$ cat src/rtl/pkt_crc_sched.sv
// pkt_crc_sched
//   Arbitrates between a token requester and a data requester and serializes
//   the winning packet (PID, then body) one bit per cycle toward a CRC unit.
//   After the body it waits for the CRC unit to finish sending, pulses done
//   and returns to IDLE, where the next grant can be issued.
//
// Ports
//   clk, rst            clock, synchronous active-high reset
//   tok_req/pid/data    token request, PID and 11-bit addr+endp body
//   tok_gnt             pulse: token request accepted, operands latched
//   dat_req/pid/len     data request, PID and payload length in bytes
//   dat_data            payload, byte0 in [7:0], each byte LSB first
//   dat_gnt             pulse: data request accepted, operands latched
//   crc_inb             serial bit toward the CRC unit
//   crc_recving         packet body (PID or payload) in progress
//   crc_start           PID phase, excluded from the CRC
//   crc_pkttype         1 = CRC16 (data), 0 = CRC5 (token)
//   pause               downstream stall, holds the serializer
//   crc_sending         CRC unit still emitting packet/CRC
//   busy, done          not-IDLE flag, completion pulse
module pkt_crc_sched #(
  parameter int MAX_BYTES = 8
) (
  input  logic                   clk,
  input  logic                   rst,
  input  logic                   tok_req,
  input  logic [3:0]             tok_pid,
  input  logic [10:0]            tok_data,
  output logic                   tok_gnt,
  input  logic                   dat_req,
  input  logic [3:0]             dat_pid,
  input  logic [3:0]             dat_len,
  input  logic [8*MAX_BYTES-1:0] dat_data,
  output logic                   dat_gnt,
  output logic                   crc_inb,
  output logic                   crc_recving,
  output logic                   crc_start,
  output logic                   crc_pkttype,
  input  logic                   pause,
  input  logic                   crc_sending,
  output logic                   busy,
  output logic                   done
);

  // Payload shift register must hold either a token body or a full data payload.
  localparam int         PW      = (8 * MAX_BYTES > 11) ? 8 * MAX_BYTES : 11;
  localparam logic [3:0] MAX_LEN = 4'(MAX_BYTES);

  typedef enum logic [2:0] {
    ST_IDLE,
    ST_PID,
    ST_PAYLOAD,
    ST_WAITCRC,
    ST_DONE
  } state_t;

  state_t          state_reg;
  logic [6:0]      cnt_reg;
  logic [7:0]      pid_sr_reg;    // {~pid, pid}, shifted right so bit 0 is on the wire
  logic [PW-1:0]   pay_sr_reg;    // body bits, shifted right so bit 0 is on the wire
  logic [6:0]      last_idx_reg;  // counter value of the final payload bit
  logic            type_reg;      // 1 = data packet
  logic            empty_reg;     // data packet with no payload
  logic            last_dat_reg;  // most recent grant went to the data requester

  logic            pick_tok;
  logic            pick_dat;
  logic [3:0]      len_clamped;
  logic [6:0]      dat_last_idx;

  // Round-robin: on a tie the requester that did not win last time is picked.
  always_comb begin
    pick_tok = tok_req && (!dat_req || last_dat_reg);
    pick_dat = dat_req && !pick_tok;
  end

  always_comb begin
    len_clamped  = (dat_len > MAX_LEN) ? MAX_LEN : dat_len;
    // Wraps for len 0, but such packets skip PAYLOAD via empty_reg.
    dat_last_idx = {len_clamped, 3'b000} - 7'd1;
  end

  always_ff @(posedge clk) begin
    if (rst) begin
      state_reg    <= ST_IDLE;
      cnt_reg      <= 7'd0;
      pid_sr_reg   <= 8'd0;
      pay_sr_reg   <= '0;
      last_idx_reg <= 7'd0;
      type_reg     <= 1'b0;
      empty_reg    <= 1'b0;
      last_dat_reg <= 1'b1;
    end else begin
      case (state_reg)
        ST_IDLE: begin
          cnt_reg <= 7'd0;
          if (pick_tok) begin
            state_reg    <= ST_PID;
            pid_sr_reg   <= {~tok_pid, tok_pid};
            pay_sr_reg   <= PW'(tok_data);
            last_idx_reg <= 7'd10;
            type_reg     <= 1'b0;
            empty_reg    <= 1'b0;
            last_dat_reg <= 1'b0;
          end else if (pick_dat) begin
            state_reg    <= ST_PID;
            pid_sr_reg   <= {~dat_pid, dat_pid};
            pay_sr_reg   <= PW'(dat_data);
            last_idx_reg <= dat_last_idx;
            type_reg     <= 1'b1;
            empty_reg    <= (len_clamped == 4'd0);
            last_dat_reg <= 1'b1;
          end
        end

        ST_PID: begin
          if (!pause) begin
            pid_sr_reg <= pid_sr_reg >> 1;
            if (cnt_reg == 7'd7) begin
              cnt_reg   <= 7'd0;
              state_reg <= empty_reg ? ST_WAITCRC : ST_PAYLOAD;
            end else begin
              cnt_reg <= cnt_reg + 7'd1;
            end
          end
        end

        ST_PAYLOAD: begin
          if (!pause) begin
            pay_sr_reg <= pay_sr_reg >> 1;
            if (cnt_reg == last_idx_reg) begin
              cnt_reg   <= 7'd0;
              state_reg <= ST_WAITCRC;
            end else begin
              cnt_reg <= cnt_reg + 7'd1;
            end
          end
        end

        ST_WAITCRC: begin
          if (!crc_sending) begin
            cnt_reg   <= 7'd0;
            state_reg <= ST_DONE;
          end
        end

        ST_DONE: begin
          cnt_reg   <= 7'd0;
          state_reg <= ST_IDLE;
        end

        default: begin
          cnt_reg   <= 7'd0;
          state_reg <= ST_IDLE;
        end
      endcase
    end
  end

  // Outputs decode the registered state; rst forces them low in the reset cycle
  // itself so that a mid-packet reset never shows a stray bit or grant.
  always_comb begin
    tok_gnt     = !rst && (state_reg == ST_IDLE) && pick_tok;
    dat_gnt     = !rst && (state_reg == ST_IDLE) && pick_dat;
    crc_start   = !rst && (state_reg == ST_PID);
    crc_recving = !rst && ((state_reg == ST_PID) || (state_reg == ST_PAYLOAD));
    crc_inb     = 1'b0;
    if (!rst && state_reg == ST_PID)     crc_inb = pid_sr_reg[0];
    if (!rst && state_reg == ST_PAYLOAD) crc_inb = pay_sr_reg[0];
    crc_pkttype = !rst && type_reg &&
                  ((state_reg == ST_PID) || (state_reg == ST_PAYLOAD) ||
                   (state_reg == ST_WAITCRC));
    busy        = !rst && (state_reg != ST_IDLE);
    done        = !rst && (state_reg == ST_DONE);
  end

endmodule

$ cat config.mk
export PLATFORM = sky130hd
export DESIGN_NAME = pkt_crc_sched
export DESIGN_NICKNAME = d
export VERILOG_FILES = /design/src/rtl/pkt_crc_sched.sv
export SDC_FILE = /design/constraint.sdc
export NUM_CORES = 1
export LEC_CHECK = 0
export ABC_AREA = 1
export ABC_CLOCK_PERIOD_IN_PS = 1550
export BUFFER_PORTS_ARGS = -buffer_cell sky130_fd_sc_hd__buf_2
export CAP_MARGIN = 20
export CORE_MARGIN = 2
export CORE_UTILIZATION = 45
export CTS_CLUSTER_DIAMETER = 150
export DETAILED_ROUTE_END_ITERATION = 16
export GPL_TIMING_DRIVEN = 1
export PLACE_DENSITY = 0.7
export SETUP_SLACK_MARGIN = 0.5
export SYNTH_ARGS = -nofsm -noshare
export SYNTH_HDL_FRONTEND = slang
export SYNTH_SLANG_ARGS = --single-unit
$ cat constraint.sdc
create_clock -name clk -period 1.55 [get_ports clk]
set_clock_uncertainty 0.2 [all_clocks]
set_input_delay 0.0775 -clock clk [delete_from_list [all_inputs] [get_ports clk]]
set_output_delay 0.0775 -clock clk [all_outputs]
set_load 0.05 [all_outputs]
== After elaboration in Yosys (flattened, before gate mapping) ==
Index checks and enable logic that the tools add are counted.
Widths: inputs -> output; s select.
Cells by class
  add/subtract/negate cells: 2
  magnitude comparators: 1
  eq/ne operators: 12
  multiplexer cells: 32
  bitwise logic cells: 2
  reductions and logical operators: 29
Operators with widths (count)
  $mux 64: 3
  $pmux 64 s2: 1
  $mux 7: 7
  $mux 8: 3
  $mux 3: 7
  $pmux 7 s3: 1
  $pmux 8 s2: 1
  $logic_and 1x1->1: 12
  $pmux 3 s4: 1
  $ne 2x2->1 const B: 5
  $reduce_and 3->1: 3
  $not 4->4: 2
  $add 7x1->7 const B: 1
  $eq 7x3->1 const B: 1
  $eq 7x7->1: 1
  $mux 1: 7
  $sub 7x1->7 const B: 1
  $eq 3x2->1 const B: 2
  $reduce_and 6->1: 1
  $reduce_bool 2->1: 3
  $gt 4x4->1 const B: 1
  $logic_not 4->1: 1
  $mux 4: 1
  $eq 3x1->1 const B: 1
  other kinds (7): 11
Storage, ports and cells
  register bits after elaboration: 92
  input bits: 93
  output and inout port bits: 8
  logic and storage cells: 86

== Longest topological paths before layout ==
Gate-level depths: netlist of the first run.
  word-level depth: 8
  mapped depth: 11
  gate-level depth less buffers: 11

== Worst setup path after synthesis of the first run ==
No wires, ideal clock.
  kind: register -> output
  start: register state_reg[1]
  end: output port crc_inb
  arrival time: 2.017 ns
  data required time: 1.272 ns
  path slack: -0.744 ns
  cell stages (with the launch flop): 6
  buffers on the path: 1
  cells stage by stage: dfxtp_1 nor2_1 nand2_1 buf_4 nor2_1 a32o_1
Between the ends
  cells in the longest elaborated chain, start to end: 4
RTL lines
  from (decl): line 57  | state_t state_reg;
  from (signal assigned): line 121  | state_reg <= empty_reg ? ST_WAITCRC : ST_PAYLOAD;
  $eq 3x1->1
  $logic_and 1x1->1
  net crc_start: line 37  | output logic crc_start,
  $mux 1: line 168  | if (!rst && state_reg == ST_PID) crc_inb = pid_sr_reg[0];
  $mux 1: line 169  | if (!rst && state_reg == ST_PAYLOAD) crc_inb = pay_sr_reg[0];
  to (decl): line 35  | output logic crc_inb,
The timed path passes the listed nets, and every way through them passes these cells.

== Worst setup path in the final report of the first run ==
  start: register state_reg[0]
  end: register pay_sr_reg[39]
Between the ends
  cells in the longest elaborated chain, start to end: 3
RTL lines
  $eq 3x2->1 / $logic_not 3->1 (equally long branches): line 94  | case (state_reg)
  $ne 2x2->1 (no line), or another cell as far along
  $reduce_and 3->1 (no line)
  to (signal assigned): line 100  | pay_sr_reg <= PW'(tok_data);
  to (signal assigned): line 108  | pay_sr_reg <= PW'(dat_data);
  to (signal assigned): line 130  | pay_sr_reg <= pay_sr_reg >> 1;
  to (decl): line 60  | logic [PW-1:0] pay_sr_reg;
Several ways; a longest one is shown, not always the timed one.
A chain may end at the register's enable or synchronous reset.

==> results.md, run 1 <==
* Hold depth at 4
* Synth area leaders: dfxtp_1 40%, nand2_1 12%, o21ai_0 10%
* Worst Setup End Kind: flop
* FP Rows at 36
* Routed WL at 19.15 mm
* Core area at 9774 sq um
* Async S/R FF share, synth at 0%
* Hold Crit Start: tok_pid[3]
* Boundary Pins at 101
* H-tree lvl count at 3
* Syn Area/Cell at 6.728 sq um
* Initial antenna violation count at 1
* Worst R2R End: pay_sr_reg[39]
* Pin count of the biggest net entering global routing at 47
* Vias per cell at 5.529
* Starting DRT DRC Count at 391
* Peak supply drop at 0.9711 mV
* CP arrival at 2.00 ns
* Max-slew headroom at 51.91%
* Die ar. at 10930 sq um
* Crit path from: state_reg[0]
* R2R depth at 8
* Finished Layout Cells at 1049
* GP Congestion at 0.9067
* CTS Sinks at 90
* Hold Path End: pid_sr_reg[7]
* WS Path Type: reg -> reg
* Fmax at 0.5229 GHz
* FF+latch count, synth at 90
* Hold_buf cts at 78
* Setup violators final at 94
* Layout Nets at 1007
* Global Route Usage Sum at 26.55%
* Failing checks: hold timing, setup timing
* Synth area leader: dfxtp_1
* Post-synth EDFFs at 0
* Leak at 3.438 nW
* DP HPWL at 8.036 mm
* Worst r2r src: state_reg[0]
* Crit start category: flop
* Post-Layout Inst Area at 8059 sq um
* Chip height at 104.5 microns
* Fillers at 550
* Tcrit/Tclk final at 123.4%
* Fin. Hold Viols at 8
* Max Root-Sink Buffers at 2
* Crit path max fanout at 33
* Drt pass-1 iters at 5
* Synth unique cells at 33
* RSZ-0062 raised after global routing: yes
* Clock-pin slew on the worst setup and hold paths at 0.09 ns
* Port bufs at 100
* Sequential share of the synthesized area at 39.61%
* Layout cells sized above 1 at 42.84%
* Setup TNS at -20.85 ns
* Placed Cells incl. Taps at 913
* Mapped Cells at 676
* Vias post-DR at 5800
* Antenna-violating nets left at 0
* Syn nets at 772
* Final min period at 1.912 ns
* CTS tree: built
* Placed instance area at 5513 sq um
* Reg2reg setup slack at -0.36 ns
* Pre-CTS setup slack at -0.1768 ns
* Hold WC Path Type: in -> reg
* YS warnings at 0
* Slew @ Worst Pin at 0.7213 ns
* Setup WS post-layout at -0.3624 ns
* Max reg flops at 64
* Min Hold Slack at -0.1459 ns
* Top post-synthesis cells by count: 141 x nand2_1, 95 x o21ai_0, 90 x dfxtp_1, 84 x inv_1, 71 x a21oi_1
* Most common cell in the netlist: nand2_1
* WL/cell at 18.26 microns
* Outcome: complete, but fails checks
* Area of the mapped netlist at 4548 sq um
* Die W at 104.5 microns
* Max cap viols at 0
* P per Cell Area at 1811 nW/um^2
* Area share of the largest cell type after synthesis at 39.61%
* Cts bufs inserted at 9
* First-pass GRT wire length at 23.91 mm
* Drc violations at 0
* Vias in the first global route at 5159
* Initial core utilization at 46.53%
* Root Buffer: clkbuf_8
* Clk_lat worst skew at 0.37 ns
* Grt ovf at 0
* Most used DFF post-synth: dfxtp_1
* Final Max Tran Viols at 0
* Worst Path Required at 1.64 ns
* Syn-to-layout area delta at 77.19%
==> layer usage <==
layer | global-route usage [%] | part of all wire (%) | wire [microns] | up-vias
met5 | 0 | 0 | 0 | -
met4 | 8.012 | 4.1 | 794 | 0
met3 | 4.304 | 7.1 | 1369 | 74
met2 | 46.92 | 51 | 9765 | 303
met1 | 33.05 | 38 | 7223 | 2745
li1 | - | - | - | 2678
==> worst max path at each step <==
stage                           to  slack, ns
CTS                        crc_inb      -0.23
detailed placement  pay_sr_reg[20]      -0.18
global route        pay_sr_reg[39]      -0.40
finish              pay_sr_reg[39]      -0.36
floorplan           pay_sr_reg[24]      -0.07
global placement    pay_sr_reg[18]      -0.14
==> repair_timing <==
action,in CTS,in global routing
buffers inserted,19,8
pin swaps,23,51
endpoints found under the setup margin,98,98
endpoints found under the hold margin,76,8
gates resized for setup,114,195
gates cloned,4,11
==> worst max-delay path, stage by stage, from the launching register on <==
cell and delay (ns):
dfxtp_4 0.37, nor2_4 0.17, buf_6 0.12, nand2_4 0.06
buf_4 0.14, buf_6 0.17, o21ai_0 0.35, o21ai_2 0.10
a21oi_1 0.16
==> cell type report <==
type	count	area (sq um)	share of cell area [%]
Tap cell	133	166.4	2.065
Sequential cell	90	1819	22.57
Clock inverter	6	88.84	1.102
Antenna cell	1	2.502	0.03105
Multi-Input combinational cell	456	3092	38.36
Inverter	89	359.1	4.456
Timing Repair inverter	1	7.507	0.09315
Clock buffer	9	123.9	1.537
Timing Repair Buffer	264	2400	29.78
==> cells in the final DEF, fill, tap and decap left out, types with 33 or more instances in the layout <==
master	n
a21oi_2	38
buf_2	92
buf_4	42
dfxtp_1	84
dlygate4sd3_1	78
inv_1	74
nand2_1	123
o21ai_0	33
o21ai_1	42
o21ai_2	42
==> power breakdown <==
| group | total [mW] | internal [mW] | switching, mW |
|---|---|---|---|
| Clock | 1.83 | 0.911 | 0.922 |
| Sequential | 3.76 | 3.24 | 0.519 |
| Combinational | 9.00 | 3.98 | 5.02 |
==> through the flow <==
stage | utilization, % | power [mW] | hold WS [ns]
finish | 82.45 | 14.59 | -0.1459
detailed placement | 56.40 | 8.260 | 0.1464
global placement | 56.40 | 8.100 | 0.1261
global route | 82.45 | 15.19 | -0.1175
floorplan | - | 7.078 | -0.02157
CTS | 72.31 | 11.60 | -0.1447
==> cell families (layout without fill, tap and decap cells) <==
logic type	count (synthesis)	after routing	share of synthesized area, %
compound gates	220	220	25.14
xor+xnor	3	3	0.5778
fa+ha+maj	3	3	0.8254
buf+inv	130	369	12.85
flops	90	90	39.61
other cells	0	1	0
simple gates	230	230	20.99
(Power assumes the default switching activity.)
==> run 2: changes to the inputs <==
Settings changed: BUFFER_PORTS_ARGS -buffer_cell sky130_fd_sc_hd__buf_2 to default, DONT_BUFFER_PORTS from default to 1, PLACE_DENSITY 0.7 to 0.61.
==> run 2 against run 1 <==
Effect of this change: the run still ends with hold timing, setup timing left; hold slack got worse by 0.29 ns; largest cell class unchanged; first-iteration DRC count decreased by 42%; sequential cell count unchanged.
==> results.md, run 2 (synthesis results as in run 1) <==
* Fmax at 0.5135 GHz (-1.8%)
* Vias post-DR at 5373 (-7.4%)
* Clk_lat worst skew at 0.37 ns (about the same)
* Max cap viols at 0 (unchanged)
* Syn-to-layout area delta at 74.39%
* Hold WC Path Type: in -> reg
* RSZ-0062 raised after global routing: yes
* Reg2reg setup slack at -0.40 ns (-0.04 ns)
* Routed WL at 17.10 mm (-11%)
* Layout cells sized above 1 at 37.62% (-5.2 points)
* Crit start category: flop
* Pin count of the biggest net entering global routing at 38 (-19%)
* Global Route Usage Sum at 25.92% (-0.63 points)
* Final Max Tran Viols at 0 (unchanged)
* Setup violators final at 98 (+4.3%)
* Core area at 9774 sq um (unchanged)
* Die ar. at 10930 sq um (unchanged)
* DP HPWL at 7.680 mm (-4.4%)
* Vias in the first global route at 4899 (-5.0%)
* Most frequent cells in the layout: 115 x nand2_1, 84 x dfxtp_1, 81 x dlygate4sd3_1, 73 x inv_1, 48 x o21ai_2
* WS Path Type: reg -> reg
* Boundary Pins at 101 (unchanged)
* Clock-pin slew on the worst setup and hold paths at 0.09 ns (about the same)
* FP Rows at 36 (unchanged)
* CTS Sinks at 90 (unchanged)
* Fin. Hold Viols at 31 (+23)
* Layout Nets at 941 (-6.6%)
* Root Buffer: clkbuf_8
* CTS tree: built
* Antenna-violating nets left at 0 (unchanged)
* Switch Pwr at 6.272 mW (-3.0%)
* Switching share of power at 42.79% (-1.5 points)
* Part of the power in registers at 24.9% (-0.8 points)
* P per Cell Area at 1848 nW/um^2 (+2.1%)
* Most common cell after layout, fill and taps aside: nand2_1
* Failing checks: hold timing, setup timing
* Vias per cell at 5.477 (-0.94%)
* Cts bufs inserted at 9 (unchanged)
* Grt ovf at 0 (unchanged)
* Drc violations at 0 (unchanged)
* Tcrit/Tclk final at 125.6% (+2.3 points)
* Max Root-Sink Buffers at 2 (unchanged)
* Final Power at 14.66 mW (+0.44%)
* Peak supply drop at 1.225 mV (+26%)
* Ant. Diodes at 0 (-1)
* Slew @ Worst Pin at 0.4246 ns (-0.2967 ns)
* GP Congestion at 0.8298 (-8.5%)
* Hold_buf cts at 81 (+3.8%)
* WL/cell at 17.43 microns (-4.6%)
* Drt pass-1 iters at 5 (unchanged)
* Final min period at 1.947 ns (+0.03512 ns)
* Worst Path Required at 1.60 ns (-0.04 ns)
* H-tree lvl count at 3 (unchanged)
* Port bufs at 0 (-100%)
* Die W at 104.5 microns (unchanged)
* Max-slew headroom at 71.65% (+20 points)
* Starting DRT DRC Count at 227 (-42%)
* Leak at 3.245 nW (-5.6%)
* CP arrival at 2.00 ns (about the same)
* Initial antenna violation count at 0 (-1)
* Pre-CTS setup slack at -0.1657 ns (+0.01105 ns)
* Setup WS post-layout at -0.3975 ns (-0.03512 ns)
* Crit path max fanout at 7 (-79%)
* Chip height at 104.5 microns (unchanged)
* Worst Setup End Kind: flop
* Max reg flops at 64 (unchanged)
* Initial core utilization at 46.53% (unchanged)
* Clk pwr share at 10.0% (-2.6 points)
* Outcome: complete, but fails checks
* First-pass GRT wire length at 23.34 mm (-2.4%)
* Min Hold Slack at -0.4403 ns (-0.2944 ns)
* P_int at 8.387 mW (+3.2%)
* Logic pwr share at 65.1% (+3.4 points)
==> run 2: critical path, cell delays in order, from the launching register on <==
cell and delay, ns:
dfxtp_2 0.37, nor2_4 0.07, buf_4 0.14, nand3_2 0.07, nand2_1 0.10, nor2_4 0.18
clkinv_4 0.16, buf_6 0.17, buf_12 0.14, nor2_2 0.15, nor2_2 0.06
==> run 2: worst paths after layout <==
check,from,to,cells past startpoint
max,state_reg[2],pay_sr_reg[0],10
min,rst,last_idx_reg[1],1
max reg2reg,state_reg[2],pay_sr_reg[0],10
min reg2reg,pay_sr_reg[26],pay_sr_reg[26],2
==> run 2: power by group through the flow <==
stage / sequential [mW] / clock (mW) / combinational [mW]
3_5_place_dp: 3.62 / 0 / 4.80
3_3_place_gp: 3.59 / 0 / 4.68
2_1_floorplan: 3.56 / 0 / 3.52
4_1_cts: 3.58 / 1.45 / 7.07
5_1_grt: 3.73 / 1.58 / 10.2
6_report: 3.65 / 1.47 / 9.54
==> run 2: timing repair <==
item / in CTS / in global routing
setup buffers: 28 / 20
pin swaps: 24 / 54
endpoints found under the hold margin: 90 / 34
resized for setup: 119 / 184
endpoints found under the setup margin: 98 / 98
cloned: 10 / 6
==> run 2: cell type report <==
| cell class | count | area [sq um] |
|---|---|---|
| clock buffer | 12 | 145.1 |
| clock inverter | 2 | 13.76 |
| fill | 573 | 1843 |
| inverter | 89 | 382.9 |
| multi-input combinational | 456 | 3040 |
| sequential | 90 | 1817 |
| tap | 133 | 166.4 |
| timing repair buffer | 197 | 2342 |
| timing repair inverter | 2 | 23.77 |
==> run 2: metrics by stage <==
step	instance area [sq um]	util, %	instances	TNS, ns
global placement	5219	53.39	822	-3.656
floorplan	4717	-	676	-2.971
global route	7931	81.14	981	-34.80
CTS	6964	71.25	955	-19.46
detailed placement	5219	53.39	822	-6.998
finish	7931	81.14	981	-28.03
==> run 2: metal layers <==
| layer | share of wire (%) | vias to the layer above | global-route usage (%) |
|---|---|---|---|
| li1 | - | 2550 | - |
| met2 | 52 | 206 | 45.24 |
| met4 | 4.8 | 0 | 12.07 |
| met3 | 4.4 | 83 | 4.117 |
| met5 | 0 | - | 0 |
| met1 | 39 | 2534 | 31.09 |
